<file path="src/rtl/answer_check_logic.sv">
// Game-round controller placed after the question selector.
// It requests a question, latches the answer, and runs the per-question
// countdown. It grades the player's submission and keeps the score, lives and
// game-over status for the display and LED blocks.
//
// Handshake: question_enable is a one-cycle request. The selector replies
// later with a one-cycle question_ready, and correct_ans / selected_q_id are
// valid in that same cycle. A reply that arrives outside WAIT_Q is ignored.
// If no reply arrives within 8 cycles, the request is repeated.
module answer_check_logic #(
  parameter int TIME_LIMIT   = 9,
  parameter int RESULT_TICKS = 2,
  parameter int START_LIVES  = 3,
  parameter int SCORE_STEP   = 1
) (
  input  logic       clk_100mhz,
  input  logic       reset,
  input  logic       game_tick,
  input  logic       start,
  input  logic       submit,
  input  logic [3:0] answer_in,
  input  logic       question_ready,
  input  logic [3:0] correct_ans,
  input  logic [3:0] selected_q_id,
  output logic       question_enable,
  output logic [3:0] shown_q_id,
  output logic [3:0] time_left,
  output logic       result_valid,
  output logic       result_correct,
  output logic       result_timeout,
  output logic [7:0] score,
  output logic [1:0] lives,
  output logic       game_over,
  output logic [2:0] state_dbg
);

  typedef enum logic [2:0] {
    IDLE   = 3'd0,
    REQ    = 3'd1,
    WAIT_Q = 3'd2,
    ANSWER = 3'd3,
    RESULT = 3'd4,
    OVER   = 3'd5
  } state_t;

  localparam logic [3:0] TIME_LIMIT_V  = 4'(TIME_LIMIT);
  localparam logic [3:0] RES_LAST_V    = 4'(RESULT_TICKS - 1);
  localparam logic [1:0] START_LIVES_V = 2'(START_LIVES);
  localparam logic [8:0] SCORE_STEP_V  = 9'(SCORE_STEP);
  localparam logic [2:0] WAIT_LAST_V   = 3'd7;

  state_t     state_q, state_d;
  logic [3:0] ans_q, ans_d;
  logic [3:0] shown_q_id_q, shown_q_id_d;
  logic [3:0] time_left_q, time_left_d;
  logic       result_correct_q, result_correct_d;
  logic       result_timeout_q, result_timeout_d;
  logic [7:0] score_q, score_d;
  logic [1:0] lives_q, lives_d;
  logic [2:0] wait_cnt_q, wait_cnt_d;
  logic [3:0] res_cnt_q, res_cnt_d;

  logic [8:0] score_sum;
  logic [7:0] score_sat;
  logic [1:0] lives_dec;

  // Saturating score increment and floor-at-zero life loss used on grading
  always_comb begin
    score_sum = {1'b0, score_q} + SCORE_STEP_V;
    score_sat = (score_sum > 9'd255) ? 8'hFF : score_sum[7:0];
    lives_dec = (lives_q == 2'd0) ? 2'd0 : lives_q - 2'd1;
  end

  // Next-state and register updates for the round sequence
  always_comb begin
    state_d          = state_q;
    ans_d            = ans_q;
    shown_q_id_d     = shown_q_id_q;
    time_left_d      = time_left_q;
    result_correct_d = result_correct_q;
    result_timeout_d = result_timeout_q;
    score_d          = score_q;
    lives_d          = lives_q;
    wait_cnt_d       = wait_cnt_q;
    res_cnt_d        = res_cnt_q;

    case (state_q)
      IDLE, OVER: begin
        // A new game starts from either state with fresh score and lives
        if (start) begin
          score_d          = 8'd0;
          lives_d          = START_LIVES_V;
          result_correct_d = 1'b0;
          result_timeout_d = 1'b0;
          state_d          = REQ;
        end
      end
      REQ: begin
        wait_cnt_d = 3'd0;
        state_d    = WAIT_Q;
      end
      WAIT_Q: begin
        if (question_ready) begin
          ans_d        = correct_ans;
          shown_q_id_d = selected_q_id;
          time_left_d  = TIME_LIMIT_V;
          state_d      = ANSWER;
        end else if (wait_cnt_q == WAIT_LAST_V) begin
          state_d = REQ;
        end else begin
          wait_cnt_d = wait_cnt_q + 3'd1;
        end
      end
      ANSWER: begin
        // A submit beats a coincident tick; time_left is then left frozen
        if (submit) begin
          result_correct_d = (answer_in == ans_q);
          result_timeout_d = 1'b0;
          if (answer_in == ans_q) score_d = score_sat;
          else                    lives_d = lives_dec;
          res_cnt_d = 4'd0;
          state_d   = RESULT;
        end else if (game_tick) begin
          if (time_left_q == 4'd1) begin
            time_left_d      = 4'd0;
            result_timeout_d = 1'b1;
            result_correct_d = 1'b0;
            lives_d          = lives_dec;
            res_cnt_d        = 4'd0;
            state_d          = RESULT;
          end else begin
            time_left_d = time_left_q - 4'd1;
          end
        end
      end
      RESULT: begin
        if (game_tick) begin
          if (res_cnt_q == RES_LAST_V) begin
            if (lives_q == 2'd0) begin
              state_d = OVER;
            end else begin
              result_correct_d = 1'b0;
              result_timeout_d = 1'b0;
              state_d          = REQ;
            end
          end else begin
            res_cnt_d = res_cnt_q + 4'd1;
          end
        end
      end
      default: state_d = IDLE;
    endcase
  end

  // State and datapath registers with synchronous reset
  always_ff @(posedge clk_100mhz) begin
    if (reset) begin
      state_q          <= IDLE;
      ans_q            <= 4'd0;
      shown_q_id_q     <= 4'd0;
      time_left_q      <= 4'd0;
      result_correct_q <= 1'b0;
      result_timeout_q <= 1'b0;
      score_q          <= 8'd0;
      lives_q          <= START_LIVES_V;
      wait_cnt_q       <= 3'd0;
      res_cnt_q        <= 4'd0;
    end else begin
      state_q          <= state_d;
      ans_q            <= ans_d;
      shown_q_id_q     <= shown_q_id_d;
      time_left_q      <= time_left_d;
      result_correct_q <= result_correct_d;
      result_timeout_q <= result_timeout_d;
      score_q          <= score_d;
      lives_q          <= lives_d;
      wait_cnt_q       <= wait_cnt_d;
      res_cnt_q        <= res_cnt_d;
    end
  end

  // Outputs are decoded straight from state or driven from registers
  always_comb begin
    question_enable = (state_q == REQ);
    result_valid    = (state_q == RESULT);
    game_over       = (state_q == OVER);
    shown_q_id      = shown_q_id_q;
    time_left       = time_left_q;
    result_correct  = result_correct_q;
    result_timeout  = result_timeout_q;
    score           = score_q;
    lives           = lives_q;
    state_dbg       = state_q;
  end

endmodule

</file>
<file path="config.mk">
export PLATFORM = sky130hd
export DESIGN_NAME = answer_check_logic
export DESIGN_NICKNAME = d
export VERILOG_FILES = /design/src/rtl/answer_check_logic.sv
export SDC_FILE = /design/constraint.sdc
export NUM_CORES = 1
export LEC_CHECK = 0
export ABC_CLOCK_PERIOD_IN_PS = 3700
export BUFFER_PORTS_ARGS = -buffer_cell sky130_fd_sc_hd__buf_4
export CORE_MARGIN = 2
export CORE_UTILIZATION = 25
export CTS_CLUSTER_DIAMETER = 100
export DETAILED_ROUTE_END_ITERATION = 12
export HOLD_SLACK_MARGIN = 0.03
export PLACE_DENSITY = 0.51
export SKIP_CTS_REPAIR_TIMING = 1
export SYNTH_ARGS = -nofsm -noshare
export SYNTH_HDL_FRONTEND = slang
export SYNTH_SLANG_ARGS = --single-unit
</file>
<file path="constraint.sdc">
create_clock -name clk_100mhz -period 3.7 [get_ports clk_100mhz]
set_input_delay 0.74 -clock clk_100mhz [delete_from_list [all_inputs] [get_ports clk_100mhz]]
set_output_delay 0.74 -clock clk_100mhz [all_outputs]
set_load 0.01 [all_outputs]
</file>
==> results of run 1 <==
==> cell usage after synthesis, types with 6 or more instances <==
| master | count |
|---|---|
| a211oi_1 | 6 |
| a21oi_1 | 16 |
| nor2b_1 | 6 |
| nor2_1 | 13 |
| nand2_1 | 28 |
| buf_6 | 6 |
| nand2b_1 | 8 |
| dfxtp_1 | 34 |
| ha_1 | 8 |
| o21ai_0 | 6 |
| nand3_1 | 14 |
| inv_1 | 7 |
==> path summary, 6_finish.rpt <==
check / slack, ps / endpoint / startpoint / cells after the start
worst min register to register: 460 / shown_q_id[3]$_SDFFE_PP0P_ / shown_q_id[3]$_SDFFE_PP0P_ / 2
worst max register to register: 1570 / lives[0]$_SDFFE_PP1P_ / state_dbg[2]$_SDFFE_PP0P_ / 4
worst max-delay path: 1270 / result_valid / state_dbg[2]$_SDFFE_PP0P_ / 3
worst min-delay path: 460 / shown_q_id[3]$_SDFFE_PP0P_ / shown_q_id[3]$_SDFFE_PP0P_ / 2
==> registers in the layout (all words and copies together), names as in the netlist <==
register	cells
shown_q_id	4
lives	2
ans_q	4
time_left	4
res_cnt_q	4
result_timeout	1
result_correct	1
score	8
wait_cnt_q	3
state_dbg	3
==> worst reg2reg max path: stages (launching register included) <==
cell     delay [ps]
dfxtp_1         660
and4b_1         410
a21oi_1         510
o21ai_1         150
a221o_1         300
==> report_power, final <==
part / internal (mW) / switching (mW)
Clock: 0.270 / 0.156
Sequential: 0.380 / 0.0299
Combinational: 0.0792 / 0.0902
==> layer usage <==
metal	wire length, um	up-vias	global-route usage
li1	-	982	-
met1	2640	923	0.168
met2	2670	45	0.200
met3	257	4	0.0319
met4	31	0	0.0423
met5	0	-	0
==> metrics by stage <==
step            util  area (um^2)  cells
6_report       0.316         2550    388
4_1_cts        0.316         2550    388
3_5_place_dp   0.299         2420    380
5_1_grt        0.316         2550    388
2_1_floorplan      -         2060    245
3_3_place_gp   0.299         2420    380
==> area by class of cell <==
type,count,area [um^2]
multi-input cells,191,1260
fillers,892,5540
well taps,105,131
flip-flops and latches,34,681
repair buffers,43,323
inverters,7,26.3
clock inverters,3,68.8
clock buffers,5,68.8
==> cells by family (layout without fill, tap and decap cells) <==
kind of cell | Yosys count | count (layout) | synth area share
buffers and inverters | 20 | 58 | 0.0595
multiplexers | 6 | 6 | 0.0298
XOR/XNOR | 7 | 7 | 0.0298
adder cells (fa/ha/maj) | 8 | 8 | 0.0486
flip-flops | 34 | 34 | 0.330
AO/OA/AOI/OAI | 64 | 64 | 0.212
AND/OR/NAND/NOR | 106 | 106 | 0.290
==> out/metrics.cfg, run 1 <==
[die]
fp-row-count=33
io_pins=44
core-area_um2=8090
die_x_um=94.8
dieArea_um2=8980
start_util=0.254
die_y_um=94.8

[sta]
finClkSkew_ps=6.14
hold_violations=0
layout_setup_ws_ps=1270
fin_crit_ps=2430
slew_headroom=0.600
hold_slack_ps=464
slew_violations=0
tightest_slew_ps=599
fmax_mhz=411
rsz0062_at_grt=no
totalNegativeSetupSlack_ps=0
post-route-period-util=0.658
setup_viol=0

[cells_and_area]
layout_common_cells=buf_4, dfxtp_1, nand2_1
antenna_cells=0
mostFrequentLayoutCell=buf_4
nets=308
area.growth.synth_to_final_pct=24.1
layout-drive-gt1-share=0.201

[detailed_routing]
post-route-drc-count=0
dr_total_vias=1954
wire_per_inst_um=14.4
ant_nets=0
avgViaCountPerCell=5.04
wl_um=5600
drtPass1Iterations=4
drt_iter0_markers=116

[setup_path]
worstPathMaxFanout=16
worstPathCellList=or3b_1 -> inv_1 -> buf_4
worst-path-buf-inv=2
crit_type=register to primary output
critPathLaunchType=register
arrival_ps=1690
critPathTopFamily=flip-flops
worst_path_largest_cell_delay_ps=660
slowest_stage=dfxtp_1
critical_path.endpoint_type=primary output
critPathRequiredTime_ps=2960

[global_route]
grt_pass1_wl_um=8890
grt_max_degree=32
grt_pass1_vias=1802
grt_overflow_total=0
grtUsageTotal=0.126
antenna_found_initial=0

[power]
cellPowerDensity_nw_per_um2=394
total_power_mw=1.01
ir_worst_vdd_mv=0.143
leakage_nw=0.947

[clock_network]
clock-sinks=34
htree_levels=2
tritoncts=done
clockRootBuffer=clkbuf_8
clockBufferDepth=2
worstSkewPairLatency_ps=300
cts.clk_slew.worst_paths_ps=80
cts_buffers=5

[yosys]
synth-seq-area-share=0.330
synth.largest_area_cell=dfxtp_1
syn_nets=271
synth.cell_area_um2=2060
synth_seq_cells=34
syn_inst=245
synth_top_area_share=0.330
yosys_warnings=0
synthTopCellsByArea=dfxtp_1, nand2_1, ha_1, a21oi_1, nand3_1
yosys_most_used_dff=dfxtp_1
ys_types=56
syn_area_per_cell_um2=8.41
synth_edf_count=0
async_reset_ff_frac=0

[placed_design]
place_ws_ps=1410
dp_hpwl_um=3940
routabilityCongestion=0.839
io_buffer_count=43

[outcome]
status=completed

[flow_run]
cap_violations=0

[worst_hold_path]
hp-class=register to register

Note: power is estimated with default switching activity, not from simulation.
==> inputs of run 2 (changes only) <==
--- a/config.mk
+++ b/config.mk
@@ -5,7 +5,8 @@
 export SDC_FILE = /design/constraint.sdc
 export NUM_CORES = 1
 export LEC_CHECK = 0
-export ABC_CLOCK_PERIOD_IN_PS = 3700
+export ABC_AREA = 1
+export ABC_CLOCK_PERIOD_IN_PS = 2500
 export BUFFER_PORTS_ARGS = -buffer_cell sky130_fd_sc_hd__buf_4
 export CORE_MARGIN = 2
 export CORE_UTILIZATION = 25
==> constraint.sdc (replaced) <==
create_clock -name clk_100mhz -period 2.5 [get_ports clk_100mhz]
set_input_delay 0.5 -clock clk_100mhz [delete_from_list [all_inputs] [get_ports clk_100mhz]]
set_output_delay 0.5 -clock clk_100mhz [all_outputs]
set_load 0.01 [all_outputs]
==> out/metrics.cfg, run 2 <==
[clock_network]
clockRootBuffer=clkbuf_8
clock-sinks=34  ; unchanged
cts.clk_slew.worst_paths_ps=60  ; -20 ps
worstSkewPairLatency_ps=280  ; -20 ps
htree_levels=2  ; unchanged
clockBufferDepth=2  ; unchanged
tritoncts=done
cts_buffers=5  ; unchanged

[setup_path]
arrival_ps=1260  ; -430 ps
timing.rr.start=state_dbg[2]$_SDFFE_PP0P_
critPathRequiredTime_ps=2000  ; -960 ps
critPathLaunch=state_dbg[1]$_SDFFE_PP0P_
critPathLaunchType=register
crit_top_cell=inv_2
worstPathMaxFanout=8  ; -8
worstPathCellList=inv_2 -> nand3_1 -> inv_2 -> buf_4
worst_path_largest_cell_delay_ps=470  ; -190 ps
critical_path.endpoint_type=primary output
crit_type=register to primary output
slowest_stage=dfxtp_1

[global_route]
grt_max_degree=19  ; -41%
grt_pass1_wl_um=7650  ; -14%
grtUsageTotal=0.113  ; -0.0130
grt_pass1_vias=1693  ; -6.0%
antenna_found_initial=0  ; unchanged
grt_overflow_total=0  ; unchanged

[placed_design]
dp_hpwl_um=3490  ; -11%
routabilityCongestion=0.795  ; -5.2%
io_buffer_count=43  ; unchanged
place_ws_ps=729  ; -685 ps

[cells_and_area]
nets=351  ; +14%
largest_reg_flops=8  ; unchanged
mostFrequentLayoutCell=nand2_1
area.growth.synth_to_final_pct=26.3
layout_common_cells=nand2_1, buf_4, nor2_1
layout-drive-gt1-share=0.185  ; -0.0168
antenna_cells=0  ; unchanged

[yosys]
ys_top_cells_by_count=nand2_1, nor2_1, dfxtp_1, inv_1, a21oi_1
yosysMostFrequentCell=nand2_1
async_reset_ff_frac=0  ; unchanged
yosys_warnings=0  ; unchanged
syn_nets=306  ; +13%
synthTopCellsByArea=dfxtp_1, nand2_1, nor2_1, a21oi_1, inv_1
synth-seq-area-share=0.362  ; +0.0312
ys_types=33  ; -41%
synth_top_area_share=0.362  ; +0.0312
syn_area_per_cell_um2=6.72  ; -20%
synth.cell_area_um2=1880  ; -8.6%
yosys_most_used_dff=dfxtp_1
synth_seq_cells=34  ; unchanged
synth_edf_count=0  ; unchanged
syn_inst=280  ; +14%
synth.largest_area_cell=dfxtp_1

[sta]
setup_viol=0  ; unchanged
slew_violations=0  ; unchanged
fmax_mhz=570
post-route-period-util=0.702
finClkSkew_ps=4.69  ; -1.45 ps
layout_setup_ws_ps=744  ; -522 ps
tightest_slew_ps=477  ; -122 ps
slew_headroom=0.681  ; +0.0806
rsz0062_at_grt=no
fin_crit_ps=1760
totalNegativeSetupSlack_ps=0  ; unchanged
hold_violations=0  ; unchanged

[die]
dieArea_um2=8240  ; -8.3%
start_util=0.259  ; +0.00496
io_pins=44  ; unchanged
die_x_um=90.8  ; -4.2%
fp-row-count=31  ; -6.1%
die_y_um=90.8  ; -4.2%
core-area_um2=7250  ; -10%

[outcome]
status=completed

[detailed_routing]
post-route-drc-count=0  ; unchanged
wl_um=4470  ; -20%
wire_per_inst_um=10.5  ; -27%
dr_total_vias=1842  ; -5.7%
ant_nets=0  ; unchanged
avgViaCountPerCell=4.34  ; -14%
drtPass1Iterations=6  ; +2
drt_iter0_markers=61  ; -47%

[power]
leakage_nw=1.09  ; +16%
cellPowerDensity_nw_per_um2=820  ; +110%
ir_worst_vdd_mv=0.328  ; +130%

[worst_hold_path]
hp-class=input pin to register
hold_start=correct_ans[1]

[flow_run]
cap_violations=0  ; unchanged

## run 2: critical path, delay by kind of cell (launching register included)
family	cells	cell delay [ps]
AND/OR/NAND/NOR	1	180
flip-flops	1	470
buffers and inverters	3	320
## run 2: metrics by stage
step           utilization  area (um^2)  std cells  power [mW]  hold slack [ps]
6_report             0.328         2380        424        1.95              435
5_1_grt              0.328         2380        424        2.13              425
4_1_cts              0.328         2380        424        1.98              428
3_5_place_dp         0.317         2300        417        1.60              477
3_3_place_gp         0.317         2300        417        1.59              474
2_1_floorplan            -         1880        280        1.34              445
## run 2: report_power, final
part | leakage [nW] | total (mW) | switching [mW] | internal, mW
Sequential | 0.276 | 0.724 | 0.0859 | 0.639
Clock | 0.0383 | 0.370 | 0.179 | 0.191
Combinational | 0.781 | 0.854 | 0.510 | 0.344
Total | 1.09 | 1.95 | 0.775 | 1.17
## run 2: cell type report
type                       instances  area [um^2]
timing repair buffer              43          323
multi-input combinational        205         1040
inverter                          36          135
clock buffer                       7         76.3
fill                             816         4880
tap                               99          124
sequential                        34          681
## run 2: worst paths after layout
| kind | end | slack [ps] | cells after the start |
|---|---|---|---|
| max | result_valid | 740 | 4 |
| max reg2reg | ans_q[3]$_SDFFE_PP0P_ | 750 | 6 |
| min reg2reg | ans_q[3]$_SDFFE_PP0P_ | 480 | 2 |
| min | ans_q[1]$_SDFFE_PP0P_ | 440 | 3 |
## run 2: metal layers
layer  vias to the layer above  global-route usage  part of all wire
met5                         -                   0                 0
met2                        43               0.180              0.44
met1                       789               0.146              0.49
met3                         8              0.0309             0.058
li1                       1002                   -                 -
met4                         0              0.0449             0.015
## run 2: cells by family after synthesis
kind of cell | Yosys count | share of synthesized area
buffers and inverters | 41 | 0.0864
xor gates and xnor gates | 2 | 0.00931
adders and majority gates | 8 | 0.0532
AOI/OAI and AO/OA | 56 | 0.164
DFF | 34 | 0.362
and+or+nand+nor | 139 | 0.326
==> inputs of run 3 (changes only) <==
--- a/config.mk
+++ b/config.mk
@@ -6,7 +6,7 @@
 export NUM_CORES = 1
 export LEC_CHECK = 0
 export ABC_AREA = 1
-export ABC_CLOCK_PERIOD_IN_PS = 2500
+export ABC_CLOCK_PERIOD_IN_PS = 1700
 export BUFFER_PORTS_ARGS = -buffer_cell sky130_fd_sc_hd__buf_4
 export CORE_MARGIN = 2
 export CORE_UTILIZATION = 25
==> constraint.sdc (replaced) <==
create_clock -name clk_100mhz -period 1.7 [get_ports clk_100mhz]
set_input_delay 0.34 -clock clk_100mhz [delete_from_list [all_inputs] [get_ports clk_100mhz]]
set_output_delay 0.34 -clock clk_100mhz [all_outputs]
set_load 0.01 [all_outputs]
==> out/metrics.cfg, run 3 (same netlist as run 2, synthesis figures left out) <==
[cells_and_area]
nets=363  ; +3.4%
mostFrequentLayoutCell=nand2_1
fillers=810  ; -0.74%
multi_input_area_um2=1070  ; +2.6%
layout_common_cells=nand2_1, buf_4, nor2_1
layout-drive-gt1-share=0.249  ; +0.0639
regArea_um2=689  ; +1.3%
postLayoutCoreUtil=0.347  ; +0.0195
largest_reg_flops=8  ; unchanged
fin_area_um2=2520  ; +5.9%
antenna_cells=0  ; unchanged
area.growth.synth_to_final_pct=33.8

[die]
start_util=0.259  ; unchanged
dieArea_um2=8240  ; unchanged
die_y_um=90.8  ; unchanged
core-area_um2=7250  ; unchanged
die_x_um=90.8  ; unchanged
fp-row-count=31  ; unchanged
io_pins=44  ; unchanged

[sta]
slew_headroom=0.744  ; +0.0633
post-route-period-util=0.930
finClkSkew_ps=4.48  ; -0.207 ps
tightest_slew_ps=383  ; -93.6 ps
totalNegativeSetupSlack_ps=0  ; unchanged
hold_violations=0  ; unchanged
setup_viol=0  ; unchanged
slew_violations=0  ; unchanged
fin_crit_ps=1580
fmax_mhz=632
rsz0062_at_grt=yes

[setup_path]
worstPathMaxFanout=8  ; unchanged
critical_path.endpoint_type=primary output
arrival_ps=1240  ; -20 ps
crit_type=register to primary output
critPathRequiredTime_ps=1360  ; -640 ps
critPathLaunchType=register

[placed_design]
dp_hpwl_um=3620  ; +3.8%
routabilityCongestion=0.806  ; +1.3%
place_area_um2=2380  ; +3.3%
io_buffer_count=43  ; unchanged

[global_route]
grt_pass1_wl_um=8180  ; +6.9%
grt_overflow_total=0  ; unchanged
antenna_found_initial=0  ; unchanged
grt_pass1_vias=1821  ; +7.6%
grtUsageTotal=0.122  ; +0.00856
grt_max_degree=18  ; -1

[detailed_routing]
avgViaCountPerCell=4.39  ; +1.1%
drt_iter0_markers=76  ; +25%
wl_um=4750  ; +6.3%
drtPass1Iterations=4  ; -2
wire_per_inst_um=10.9  ; +3.1%
ant_nets=0  ; unchanged
dr_total_vias=1920  ; +4.2%
post-route-drc-count=0  ; unchanged

[worst_hold_path]
hp-class=input pin to register

[power]
intPower_mw=1.82  ; +55%
cellPowerDensity_nw_per_um2=1190  ; +46%
ir_worst_vdd_mv=0.593  ; +81%
switchingPower_mw=1.19  ; +53%
p_sw_frac=0.395  ; -0.00272
power_frac_seq=0.352  ; -0.020
power_frac_clock=0.204  ; +0.014
leakage_nw=1.17  ; +6.4%
combPwrFrac=0.444  ; +0.006
total_power_mw=3.01  ; +54%

[clock_network]
clockBufferDepth=2  ; unchanged
clock-sinks=34  ; unchanged
tritoncts=done
clockRootBuffer=clkbuf_8
cts.clk_slew.worst_paths_ps=70  ; about the same
htree_levels=2  ; unchanged
cts_buffers=5  ; unchanged
worstSkewPairLatency_ps=290  ; about the same

[flow_run]
cap_violations=0  ; unchanged

[outcome]
status=completed

==> run 3: cell types whose count changed in the layout (fill, tap and decap cells not counted), moves of 2 or more <==
cell | previous run | this run
dfxtp_1 | 34 | 31
dfxtp_4 | 0 | 2
buf_4 | 43 | 55
ha_1 | 8 | 6
==> run 3: per-layer routing <==
metal	GRT usage	vias up	routed length (um)
met3	0.0392	9	288
met2	0.201	43	2100
li1	-	1024	-
met1	0.145	844	2270
met5	0	-	0
met4	0.0538	0	99
==> run 3: worst paths after layout <==
kind                                                    to  cells after the start  slack, ps                       from
worst max-delay path                          result_valid                      4        120  state_dbg[1]$_SDFFE_PP0P_
worst min-delay path            shown_q_id[3]$_SDFFE_PP0P_                      3        270           selected_q_id[3]
worst max register to register       score[0]$_SDFFE_PP0P_                     11        150      score[0]$_SDFFE_PP0P_
worst min register to register       ans_q[3]$_SDFFE_PP0P_                      2        480      ans_q[3]$_SDFFE_PP0P_
==> run 3: metrics by stage <==
| step | hold WS (ps) | cells | setup WS [ps] |
|---|---|---|---|
| floorplan | 445 | 280 | 124 |
| global placement | 470 | 427 | 75.8 |
| detailed placement | 467 | 427 | 71.4 |
| CTS | 262 | 435 | 54.3 |
| global route | 264 | 437 | -17.9 |
| finish | 272 | 437 | 119 |
==> run 3: critical path: stages (launching register included) <==
cell and delay (ps):
dfxtp_1 460, inv_2 80, nand3_1 170, inv_2 90, buf_4 150
==> run 3: area by class of cell <==
type,instances,area share
clock buffer,7,0.0343
clock inverter,1,0.00199
inverter,36,0.0537
multi-input combinational,205,0.423
sequential,34,0.274
tap,99,0.0492
timing repair buffer,55,0.164
==> run 3: power groups by stage <==
stage               Clock [mW]  Sequential, mW  Combinational, mW
floorplan                    0            1.10              0.878
global placement             0            1.08               1.31
detailed placement           0            1.08               1.32
CTS                      0.644            1.06               1.32
global route             0.673            1.09               1.53
finish                   0.615            1.06               1.33
